File: src/rtl/a2d_spi_resp.sv
// SPI responder for the A2D two-frame channel read: a command frame selects a channel,
// the following response frame shifts that channel's 12-bit result back to the master.
module a2d_spi_resp #(
  parameter logic [11:0] RST_DATA    = 12'h000,
  parameter int          SYNC_STAGES = 2
) (
  input  logic        clk,
  input  logic        rst_n,
  input  logic        SS_n,
  input  logic        SCLK,
  input  logic        MOSI,
  output logic        MISO,
  input  logic        wr_en,
  input  logic [2:0]  wr_chnnl,
  input  logic [11:0] wr_data,
  output logic [2:0]  chnnl_last,
  output logic        xact_done,
  output logic        cmd_err,
  output logic        frm_err
);

  typedef enum logic {IDLE, SHIFT} state_t;
  typedef enum logic {CMD, RESP} phase_t;

  logic [SYNC_STAGES-1:0] ss_sync, sclk_sync, mosi_sync;
  logic                   ss_d, sclk_d;
  logic                   ss_s, sclk_s, mosi_s;
  logic                   ss_fall, ss_rise, sclk_rise, sclk_fall;

  state_t      state_q, state_d;
  phase_t      phase;
  logic [4:0]  cnt;
  logic [15:0] rx;
  logic [15:0] tx;
  logic [11:0] snap;
  logic [11:0] regfile [8];

  // Synchronizers are left unreset so a reset while SS_n is low cannot fake an SS_n edge.
  always_ff @(posedge clk) begin
    ss_sync   <= {ss_sync[SYNC_STAGES-2:0], SS_n};
    sclk_sync <= {sclk_sync[SYNC_STAGES-2:0], SCLK};
    mosi_sync <= {mosi_sync[SYNC_STAGES-2:0], MOSI};
    ss_d      <= ss_s;
    sclk_d    <= sclk_s;
  end

  assign ss_s      = ss_sync[SYNC_STAGES-1];
  assign sclk_s    = sclk_sync[SYNC_STAGES-1];
  assign mosi_s    = mosi_sync[SYNC_STAGES-1];
  assign ss_fall   = ss_d & ~ss_s;
  assign ss_rise   = ~ss_d & ss_s;
  assign sclk_rise = ~sclk_d & sclk_s;
  assign sclk_fall = sclk_d & ~sclk_s;

  assign MISO = tx[15] & ~ss_s;

  always_ff @(posedge clk) begin
    if (!rst_n) state_q <= IDLE;
    else        state_q <= state_d;
  end

  always_comb begin
    state_d = state_q;
    case (state_q)
      IDLE:    if (ss_fall) state_d = SHIFT;
      SHIFT:   if (ss_rise) state_d = IDLE;
      default: state_d = IDLE;
    endcase
  end

  always_ff @(posedge clk) begin
    if (!rst_n) begin
      phase      <= CMD;
      cnt        <= 5'd0;
      rx         <= 16'h0000;
      tx         <= 16'h0000;
      snap       <= 12'h000;
      chnnl_last <= 3'b000;
      xact_done  <= 1'b0;
      cmd_err    <= 1'b0;
      frm_err    <= 1'b0;
      for (int i = 0; i < 8; i++) regfile[i] <= RST_DATA;
    end else begin
      xact_done <= 1'b0;
      cmd_err   <= 1'b0;
      frm_err   <= 1'b0;
      // Snapshot below reads regfile before this write lands, giving pre-write data on a collision.
      if (wr_en) regfile[wr_chnnl] <= wr_data;
      case (state_q)
        IDLE: begin
          if (ss_fall) begin
            cnt <= 5'd0;
            tx  <= (phase == RESP) ? {4'h0, snap} : 16'h0000;
          end
        end
        SHIFT: begin
          if (ss_rise) begin
            if (cnt != 5'd16) begin
              frm_err <= 1'b1;
            end else if (phase == CMD) begin
              chnnl_last <= rx[13:11];
              snap       <= regfile[rx[13:11]];
              phase      <= RESP;
              cmd_err    <= (rx[15:14] != 2'b00) || (rx[10:0] != 11'h000);
            end else begin
              xact_done <= 1'b1;
              phase     <= CMD;
            end
          end else begin
            if (sclk_rise) begin
              rx  <= {rx[14:0], mosi_s};
              cnt <= (cnt == 5'd17) ? 5'd17 : cnt + 5'd1;
            end
            if (sclk_fall) tx <= {tx[14:0], 1'b0};
          end
        end
        default: ;
      endcase
    end
  end

endmodule

File: config.mk
export PLATFORM = sky130hd
export DESIGN_NAME = a2d_spi_resp
export DESIGN_NICKNAME = d
export VERILOG_FILES = /design/src/rtl/a2d_spi_resp.sv
export SDC_FILE = /design/constraint.sdc
export NUM_CORES = 1
export LEC_CHECK = 0
export CORE_ASPECT_RATIO = 0.9
export CORE_MARGIN = 10
export CORE_UTILIZATION = 50
export CTS_BUF_LIST = sky130_fd_sc_hd__clkbuf_16
export DETAILED_ROUTE_END_ITERATION = 12
export GPL_TIMING_DRIVEN = 0
export PLACE_DENSITY = 0.7
export REMOVE_ABC_BUFFERS = 1
export SLEW_MARGIN = 20
export SYNTH_ARGS = -nofsm -noshare
export SYNTH_HDL_FRONTEND = slang
export SYNTH_SLANG_ARGS = --single-unit
File: constraint.sdc
create_clock -name clk -period 1.95 [get_ports clk]
set_input_delay 0.39 -clock clk [delete_from_list [all_inputs] [get_ports clk]]
set_output_delay 0.39 -clock clk [all_outputs]
set_load 0.02 [all_outputs]
==> run_results.csv <==
group,metric,value,unit
cells_and_area,nFillCells,1010,
timing,post-route-period-util,93.0,%
setup_path,endpoint,"cnt[2]",
logic_synthesis,synth_area,0.00678,mm²
cells_and_area,drive_above_1_share,17.6,%
die,ios,28,
timing,clock_skew,0.0101,ns
setup_path,cpLargestDelayFamily,"flip-flops",
setup_path,worstSetupPathType,"reg -> reg",
drt,drcViolationCount,0,
clocking,cts_root_buf,"clkbuf_16",
timing,tns,0,ns
logic_synthesis,synth-seq-area-share,61.8,%
global_routing,antenna_found_initial,0,
power,p_leak,0.00273,µW
global_routing,grt_pass1_wl,23300,µm
timing,timing.final.ws_setup,0.136,ns
setup_path,r2r_end,"cnt[2]",
setup_path,timing.rr.start,"state_q",
run_status,run_status,"finished clean",
timing,slew_headroom,55.2,%
drt,topRoutingLayerUsed,"met4",
min_path,hp-start,"mosi_sync[0]",
setup_path,reg2reg_slack,0.14,ns
drt,vias,4372,
setup_path,slowest_delay,0.52,ns
logic_synthesis,synth_cell_type_count,48,
timing,rsz0062_at_grt,"no",
logic_synthesis,yosysTopAreaCellShare,42.5,%
drt,met3WireLength,862,µm
clocking,cts_tree,"built",
cells_and_area,finish.utilization,59.6,%
placed_design,dpl_worst_slack,-1.99,ns
clocking,clk_latency,0.43,ns
placed_design,portBuffers,27,
power,ir_worst_vdd,0.843,mV
setup_path,startpoint_type,"register",
clocking,cts.clk_slew.worst_paths,0.06,ns
clocking,cts_inserted_buffers,17,
setup_path,arrival,2.14,ns
timing,hold_violations,0,
drt,wl_met1,6180,µm
timing,maxSlewViolCount,0,
power,p_per_area,920,mW/mm²
logic_synthesis,synth.area.top_cells,"edfxtp_1 43%, dfxtp_1 19%, and2_1 8.9%",
drt,wirelength,14500,µm
cells_and_area,syn2layout_area_growth,17.2,%
global_routing,grt-ovfl-total,0,
clocking,clock-sinks,161,
cells_and_area,final_net_count,597,
setup_path,cp.depth,5,
min_path,min_path_type,"reg -> reg",
global_routing,grt_max_degree,44,
run,drv_cap,0,
logic_synthesis,synth_seq_cells,161,
setup_path,cp_cell_sequence,"inv_2 > nor4b_4 > buf_6 > o21ai_1 > o21a_1",
drt,wl_met2,7150,µm
die,die_w,143,µm
drt,final_antenna_net_count,0,
timing,period_minus_slack,1.81,ns
global_routing,grt_use_total,16.6,%
die,die_height,130,µm
timing,worst_pin_slew,0.673,ns
setup_path,timing.critical_path.buf_inv,2,
clocking,h-tree-depth,4,
setup_path,rr_worst_depth,5,
setup_path,crit_path_start,"state_q",
drt,drtIter0Drc,346,
logic_synthesis,yosysWarnings,0,
timing,hold_slack,0.325,ns
die,core-area,0.0133,mm²
clocking,cts_buffer_depth,2,
setup_path,cp_max_fo,22,
clocking,hold_buffers,0,
die,die_area,0.0186,mm²
drt,viasPerCell,5.80,
logic_synthesis,syn_inst,547,
drt,wire_per_inst,19.3,µm
cells_and_area,diodes,0,
setup_path,cp_slowest_cell,"dfxtp_4",
setup_path,endpoint_kind,"register",
logic_synthesis,postSynthAreaPerCell,12.4,µm²
timing,setup_violations,0,
placed_design,placed_area,0.00721,mm²
cells_and_area,final_cell_area,0.00794,mm²
placed_design,routabilityCongestion,0.794,
global_routing,grt_pass1_vias,4377,
drt,drt_pass1_iterations,5,
placed_design,dp_hpwl,8920,µm
die,start_util,50.9,%
setup_path,required,2.27,ns
logic_synthesis,synth_area_leader_cell,"edfxtp_1",
timing,max_freq,551,MHz
die,row_count,40,
-- metrics by stage --
stage / total power [µW] / instances
floorplan: 4050 / 513
global placement: 4180 / 708
detailed placement: 4220 / 713
CTS: 7340 / 754
global route: 7540 / 754
finish: 7300 / 754
-- cells by family after synthesis --
kind of cell	after synthesis	share of synthesized area, %
flops	161	61.8
compound gates	78	7.41
mux	24	7.98
buf+inv	39	2.68
fa+ha+maj	3	0.554
simple gates	242	19.6
-- flip-flops by register name, indices dropped and copies added, names as in the netlist --
| register | flops |
|---|---|
| cmd_err | 1 |
| tx | 16 |
| chnnl_last | 3 |
| snap | 12 |
| phase | 1 |
| xact_done | 1 |
| rx | 16 |
| regfile | 96 |
| ss_sync | 2 |
| frm_err | 1 |
| ss_d | 1 |
| state_q | 1 |
| sclk_sync | 2 |
| mosi_sync | 2 |
| sclk_d | 1 |
| cnt | 5 |
-- routing by layer --
| metal | up-vias | track usage [%] |
|---|---|---|
| met5 | - | 0 |
| met4 | 0 | 6.67 |
| met3 | 30 | 4.83 |
| met2 | 132 | 26.8 |
| met1 | 2168 | 20.6 |
| li1 | 2042 | - |
-- report_power, final --
part           internal (µW)  switching, µW
clock                   1840           1290
sequential              3750           61.1
combinational            146            208
total                   5750           1560
-- worst register-to-register path: stages (launching register included) --
cell and delay, ns:
dfxtp_4 0.52, inv_2 0.21, nor4b_4 0.49, buf_6 0.23, o21ai_1 0.08, o21a_1 0.17
-- timing repair --
action                                  4_1_cts  5_1_grt
pin swaps                                     6        0
endpoints found under the setup margin      248       26
resized for setup                            24        7
cloned                                        1        0
buffers inserted                              8        0
-- Yosys cell counts, drive strengths merged --
cell	instances
nand3	8
nand4	2
o21ai	20
edfxtp	96
and2	96
nor3b	1
nand4bb	2
or2b	1
nor4	2
mux4	24
and3	12
o31ai	1
nor3	19
ha	3
o21a	1
or4	1
or3b	1
and2b	1
o22ai	13
inv	4
a31oi	1
nor2	35
nand4b	1
a21oi	24
a32o	1
o31a	1
or3	1
nand2b	6
nand2	46
a22oi	4
nor4b	1
a311oi	1
nand3b	3
clkinv	1
dfxtp	65
buf	16
and4bb	2
nor2b	1
clkbuf	18
a211oi	11
-- area by class of cell --
| class | instances | area [µm²] | area share, % |
|---|---|---|---|
| Multi-Input combinational cell | 348 | 2560 | 32.2 |
| Inverter | 5 | 20.0 | 0.252 |
| Clock buffer | 17 | 425 | 5.36 |
| Tap cell | 168 | 210 | 2.65 |
| Timing Repair Buffer | 40 | 403 | 5.07 |
| Sequential cell | 161 | 4190 | 52.8 |
| Clock inverter | 15 | 129 | 1.62 |
-- cells in the final DEF (no fill, tap or decap), drive strengths merged, types with 6 or more instances in the layout --
master         instances
a211oi                11
a21oi                 24
and2                  96
and3                  12
buf                   13
clkbuf                18
clkdlybuf4s50         25
clkinv                 7
dfxtp                 65
edfxtp                96
inv                    7
mux4                  24
nand2                 46
nand2b                 6
nand3                  8
nor2                  35
nor3                  19
o21ai                 20
o22ai                 13
-- worst min-delay path by stage --
stage | to | cells past startpoint
3_5_place_dp | mosi_sync[1] | 0
3_3_place_gp | mosi_sync[1] | 0
5_1_grt | ss_sync[1] | 0
6_report | mosi_sync[1] | 0
2_1_floorplan | mosi_sync[1] | 0
4_1_cts | mosi_sync[1] | 0
Note: power is estimated with default switching activity, not from simulation.
